<file path="src/rtl/bit_serial_subtractor.sv">
// Bit-serial two's-complement subtractor.
// Operands are captured in parallel, then consumed LSB-first, one bit per clock, through a
// single full-subtractor cell and a borrow flip-flop. The difference is collected MSB-in
// into a parallel result register. The final borrow-out is 1 iff A < B.
module bit_serial_subtractor #(
  parameter int unsigned WIDTH = 4
) (
  input  logic             clk,
  input  logic             rst_n,
  input  logic             load,
  input  logic             start,
  input  logic [WIDTH-1:0] A,
  input  logic [WIDTH-1:0] B,
  output logic [WIDTH-1:0] diff,
  output logic             borrow,
  output logic             busy,
  output logic             done
);

  localparam int unsigned CntW = $clog2(WIDTH) + 1;

  typedef enum logic [1:0] {
    StIdle,
    StLoaded,
    StRun,
    StDone
  } state_e;

  state_e           state_q, state_d;
  logic [WIDTH-1:0] sa_q, sa_d;
  logic [WIDTH-1:0] sb_q, sb_d;
  logic [WIDTH-1:0] diff_q, diff_d;
  logic [CntW-1:0]  cnt_q, cnt_d;
  logic             br_q, br_d;        // running borrow between bit slices
  logic             borrow_q, borrow_d; // published borrow-out, valid with done

  logic bit_a, bit_b, bit_d, bit_br_next;
  logic last_bit;
  logic do_capture;

  // Full-subtractor cell on the current LSBs of the operand shift registers.
  always_comb begin
    bit_a       = sa_q[0];
    bit_b       = sb_q[0];
    bit_d       = bit_a ^ bit_b ^ br_q;
    bit_br_next = (~bit_a & bit_b) | (~(bit_a ^ bit_b) & br_q);
    last_bit    = (cnt_q == CntW'(WIDTH - 1));
  end

  // Loads are honoured in every state except RUN and always beat a concurrent start.
  always_comb begin
    do_capture = load && (state_q != StRun);
  end

  // Next-state and datapath control.
  always_comb begin
    state_d  = state_q;
    sa_d     = sa_q;
    sb_d     = sb_q;
    diff_d   = diff_q;
    cnt_d    = cnt_q;
    br_d     = br_q;
    borrow_d = borrow_q;

    unique case (state_q)
      StIdle: begin
        // start is meaningless without operands
      end
      StLoaded: begin
        if (start && !load) begin
          cnt_d   = '0;
          br_d    = 1'b0;
          state_d = StRun;
        end
      end
      StRun: begin
        sa_d   = sa_q >> 1;
        sb_d   = sb_q >> 1;
        diff_d = {bit_d, diff_q[WIDTH-1:1]};
        br_d   = bit_br_next;
        cnt_d  = cnt_q + CntW'(1);
        if (last_bit) begin
          borrow_d = bit_br_next;
          state_d  = StDone;
        end
      end
      StDone: begin
        // result holds; start ignored
      end
      default: begin
        state_d = StIdle;
      end
    endcase

    if (do_capture) begin
      sa_d     = A;
      sb_d     = B;
      diff_d   = '0;
      borrow_d = 1'b0;
      state_d  = StLoaded;
    end
  end

  // State and datapath registers with synchronous active-low reset.
  always_ff @(posedge clk) begin
    if (!rst_n) begin
      state_q  <= StIdle;
      sa_q     <= '0;
      sb_q     <= '0;
      diff_q   <= '0;
      cnt_q    <= '0;
      br_q     <= 1'b0;
      borrow_q <= 1'b0;
    end else begin
      state_q  <= state_d;
      sa_q     <= sa_d;
      sb_q     <= sb_d;
      diff_q   <= diff_d;
      cnt_q    <= cnt_d;
      br_q     <= br_d;
      borrow_q <= borrow_d;
    end
  end

  // Outputs decoded straight from registered state.
  always_comb begin
    diff   = diff_q;
    borrow = borrow_q;
    busy   = (state_q == StRun);
    done   = (state_q == StDone);
  end

endmodule

</file>
<file path="config.mk">
export PLATFORM = sky130hd
export DESIGN_NAME = bit_serial_subtractor
export DESIGN_NICKNAME = d
export VERILOG_FILES = /design/src/rtl/bit_serial_subtractor.sv
export SDC_FILE = /design/constraint.sdc
export NUM_CORES = 1
export LEC_CHECK = 0
export BUFFER_PORTS_ARGS = -buffer_cell sky130_fd_sc_hd__clkbuf_2
export CAP_MARGIN = 20
export CORE_UTILIZATION = 45
export DETAILED_ROUTE_END_ITERATION = 16
export PLACE_DENSITY = 0.78
export SYNTH_ARGS = -nofsm -noshare
export SYNTH_HDL_FRONTEND = slang
export SYNTH_SLANG_ARGS = --single-unit
</file>
<file path="constraint.sdc">
create_clock -name clk -period 1.8 [get_ports clk]
set_clock_uncertainty 0.2 [all_clocks]
set_input_delay 0.09 -clock clk [delete_from_list [all_inputs] [get_ports clk]]
set_output_delay 0.09 -clock clk [all_outputs]
set_load 0.1 [all_outputs]
</file>
Word-level counts from Yosys, hierarchy flattened
Index checks and enable logic that the tools add are counted.

cells by class
  add/sub/neg operators = 1
  $mul = 0
  div/mod/pow operators = 0
  $lt $le $gt $ge = 0
  equal/unequal tests = 9
  shift-type cells = 0
  multiplexer cells = 12
  bitwise logic cells = 8
  reduce and logical (&&, ||, !) cells = 11

operators with widths
  operator                                        count
  two-way mux 4 bit                               4
  case mux 3 bit (2 select lines)                 1
  AND reduction 3 bit                             2
  == test 2 bit (second input constant)           2
  two-way mux 2 bit                               2
  != test 2 bit (second input constant)           2
  case mux 2 bit (2 select lines)                 1
  AND reduction 2 bit                             2
  nonzero test 2 bit                              2
  adder 3 x 1 -> 3 bit (second input constant)    1
  == test 3 x 2 -> 1 bit (second input constant)  1
  two-way mux 3 bit                               1
  != test 3 x 1 -> 1 bit (second input constant)  1
  != test 3 bit (second input constant)           1
  inverter 1 bit                                  3
  nonzero test 3 bit                              1
  bitwise AND 1 bit                               2
  == test 2 x 1 -> 1 bit (second input constant)  1
  logical AND 1 bit                               2
  two-way mux 1 bit                               2
  != test 2 x 1 -> 1 bit (second input constant)  1
  case mux 1 bit (2 select lines)                 1
  OR reduction 2 bit                              1
  XOR 1 bit                                       2
  other kinds (2)                                 2

storage, ports and cells
  bits in registers = 19
  bits in latches = 0
  bits in writable memories = 0
  memory bits (read-only) = 0
  output and inout port bits = 7
  memories = 0

Depth between registers and ports, before layout
  word-level depth = 5
  gate-level depth with buffers = 6
  gate-level depth less buffers = 6

Least setup slack after synthesis
OpenSTA, ideal clock, no wires.

  path type = reg2reg
  start = register state_q[0]
  end = register br_q
  setup time = 70 ps
  arrival time = 2092 ps
  slack = -562 ps
  stages on the path, launching flop included = 7
  buffers on the path = 0
  period minus slack after synthesis = 2362 ps
  cell sequence = dfxtp_1 -> inv_1 -> ha_1 -> nor2b_2 -> a31oi_2 -> or3b_1 -> a21boi_1

on the way
  cells in the longest elaborated chain, start to end = 3
  elaborated cells between the ends (all ways) = 6
  those cells by class = eq/ne (3); mux (1); reduce/logical (2)

RTL lines
  element                               RTL line  source
  start, declared                       29        state_e state_q, state_d;
  start signal, assigned                107       state_q <= StIdle;
  start signal, assigned                115       state_q <= state_d;
  == test 2 bit *                       n/a
  named net busy                        16        output logic busy,
  nonzero test 2 bit (no source line)   n/a
  AND reduction 2 bit (no source line)  n/a
  end signal, assigned                  120       br_q <= br_d;
  end, declared                         34        logic br_q, br_d;

The timed path passes the listed nets; every way through them passes the cells marked *.
A chain may end at the register's enable or synchronous reset.

Worst setup path after layout
  start = register state_q[0]
  end = output port busy

on the way
  cells in the longest elaborated chain, start to end = 1

RTL lines
  element        RTL line  source
  == test 2 bit  129       busy = (state_q == StRun);
  end, declared  16

No other way between the ends.

==> results.yml <==
setup_path:
  cp-start-kind: "flop"
  worst-endpoint-required_ns: 1.51
  r2r_start: "state_q[1]$_SDFFE_PP0P_"
  cp-endpoint: "busy"
  r2r_end: "br_q$_SDFFE_PN0P_"
  startpoint: "state_q[0]$_SDFFE_PN0P_"
  reg2reg_setup_slack_ns: 0.11
  cp-end-kind: "output pin"
  arrival_ns: 1.42
  crit_type: "reg -> out"
  crit_fanout: 6
  ff2ff_path_depth: 6
sta:
  min_period_ns: 1.71
  max_freq_mhz: 586
  slew_headroom_pct: 64.1
  setup_violations: 0
  hold_viol: 0
  worstMarginPinSlew_ns: 0.541
  finalSetupTns_ns: 0
  timing.final.crit_share_pct: 94.8
  final_max_slew_viol_count: 0
  rsz0062_at_grt: "false"
status:
  status: "completed"
route:
  wl_per_cell_um: 11.3
  vias: 776
  first_pass_iters: 4
  ant_nets: 0
  drc: 0
  finalWirelength_mm: 1.76
  viasPerCell: 4.97
  first_iter_violations: 6
final_layout:
  multi_input_area_um2: 518
  n_antenna_cell: 0
  layoutNonFillerInstCount: 156
  layout-drive-gt1-share_pct: 22.5
  area_growth_pct: 29.3
  seq_area_um2: 382
  n_fill_cell: 204
  nNetsFinal: 149
die:
  io_pins: 19
  die_area_mm2: 0.00227
  die_h_um: 47.6
  core_area_mm2: 0.00196
  initial_utilization_pct: 47.7
  die_w_um: 47.6
  row_count: 16
power:
  ir_drop_uv: 440
  p_leak_nw: 0.580
  p_per_area_mw_per_mm2: 695
clocking:
  clk_latency_ns: 0.30
  cts_setup_buffers: 0
  cts_buffers: 3
  cts_root_buffer: "clkbuf_4"
  cts.path.max_buffers: 2
  cts_num_sinks: 19
  cts_tree: "done"
  cts_max_level: 1
  clk_transition_reported_paths_ns: 0.10
global_route:
  grt_pass1_vias: 704
  overflow: 0
  grt_usage_pct: 18.4
  grt_pass1_wl_mm: 2.84
  grt_max_degree: 14
  antenna_found_initial: 0
placed_design:
  globalplace.congestion: 0.792
  post-place-cells: 142
  dp_hpwl_mm: 1.30
  portBuffers: 18
flow_run:
  drv_cap: 0
synthesis:
  synth_seq_area_share_pct: 40.6
  yosys_warnings: 0
  yosysUniqueCellTypes: 25
  netlist_area_um2: 936
  synth_fp_nets: 117
  netlist_instances: 98
  synth_area_per_cell_um2: 9.55
  synth-seq-cells: 19
min_path:
  hp-class: "in -> reg"
[synth_stat cells]
| cell type | instances | area, um^2 |
|---|---|---|
| dfxtp_1 | 19 | 380 |
| mux2i_1 | 11 | 110 |
| inv_1 | 10 | 37.5 |
| nand2_1 | 9 | 33.8 |
| nor2_1 | 7 | 26.3 |
| ha_1 | 6 | 75.1 |
| o211a_1 | 6 | 60.1 |
| a21oi_1 | 5 | 25.0 |
| o21a_1 | 3 | 22.5 |
| o21ai_0 | 3 | 15.0 |
| a32oi_1 | 2 | 17.5 |
| buf_2 | 2 | 10.0 |
| clkbuf_1 | 2 | 7.51 |
| nor2b_1 | 2 | 12.5 |
| a21boi_1 | 1 | 7.51 |
| a2bb2oi_1 | 1 | 8.76 |
| a311oi_1 | 1 | 8.76 |
| a31oi_2 | 1 | 12.5 |
| and2_2 | 1 | 7.51 |
| fa_1 | 1 | 20.0 |
| nor2b_2 | 1 | 8.76 |
| nor3b_1 | 1 | 7.51 |
| o211ai_1 | 1 | 7.51 |
| o21ai_1 | 1 | 5.00 |
| or3b_1 | 1 | 8.76 |
[state kept, by name, indices dropped and copies added, names as in the netlist]
name and count:
diff 4, sa_q 4, sb_q 4, cnt_q 3
state_q 2, borrow 1, br_q 1
[layout by cell type (no fill, tap or decap), types with 3 or more instances in the layout]
cell type	count
dfxtp_1	18
clkbuf_2	17
mux2i_1	11
inv_1	10
dlygate4sd3_1	10
nand2_1	9
nor2_1	7
o211a_1	6
a21oi_1	5
ha_1	5
o21ai_0	3
o21a_1	3
clkbuf_4	3
buf_4	3
[power breakdown]
part           internal [mW]  switching, mW
Clock                 0.0864          0.130
Sequential             0.442         0.0141
Combinational         0.0790         0.0897
[what timing repair did]
item | 4_1_cts | 5_1_grt
endpoints found under the hold margin | 13 | 0
endpoints found under the setup margin | 0 | 2
resized for setup | 0 | 2
hold buffers | 10 | 0
[cell families after synthesis]
family                   count (synthesis)  share of synthesized area (%)
adder cells (fa/ha/maj)                  7                           10.2
flip-flops                              19                           40.6
multiplexers                            11                           11.8
buffers and inverters                   14                           5.88
AND/OR/NAND/NOR                         22                           11.2
AO/OA/AOI/OAI                           25                           20.3
[layer usage]
metal / track usage [%] / part of all wire (%) / vias up
li1: - / - / 403
met1: 21.1 / 46 / 354
met2: 32.3 / 49 / 17
met3: 4.53 / 3.0 / 2
met4: 8.33 / 1.2 / 0
met5: 0 / 0 / -
[area by class of cell]
type / count / share of cell area, %
multi-input combinational: 65 / 42.8
timing repair buffer: 31 / 17.6
sequential: 19 / 31.5
clock buffer: 4 / 2.17
tap: 27 / 2.79
inverter: 10 / 3.10
[metrics by stage]
step                hold slack (ns)  area [um^2]  utilization (%)  power [mW]  setup WS, ns
floorplan                    0.0182          953                -       0.578      0.000482
global placement              0.130         1080             55.2       0.612         0.124
detailed placement            0.150         1080             55.2       0.618        0.0560
CTS                          0.0402         1210             61.6       0.851        0.0291
global route                 0.0644         1210             61.7       0.887        0.0136
finish                       0.0443         1210             61.7       0.841        0.0930
[critical path: stages, from the launching register on]
cell     delay [ns]
dfxtp_1        0.34
inv_1          0.15
ha_4           0.20
buf_2          0.43
[how the worst min path moves through the flow]
stage,start,endpoint,depth (start not counted)
after CTS,load,br_q$_SDFFE_PN0P_,5
after floorplan,rst_n,cnt_q[1]$_SDFFE_PN0P_,1
after global routing,load,br_q$_SDFFE_PN0P_,5
after detailed placement,A[3],sa_q[3]$_SDFFE_PN0P_,3
after global placement,A[3],sa_q[3]$_SDFFE_PN0P_,3
final,load,br_q$_SDFFE_PN0P_,5
No activity file was read; power rests on OpenSTA's default activity.
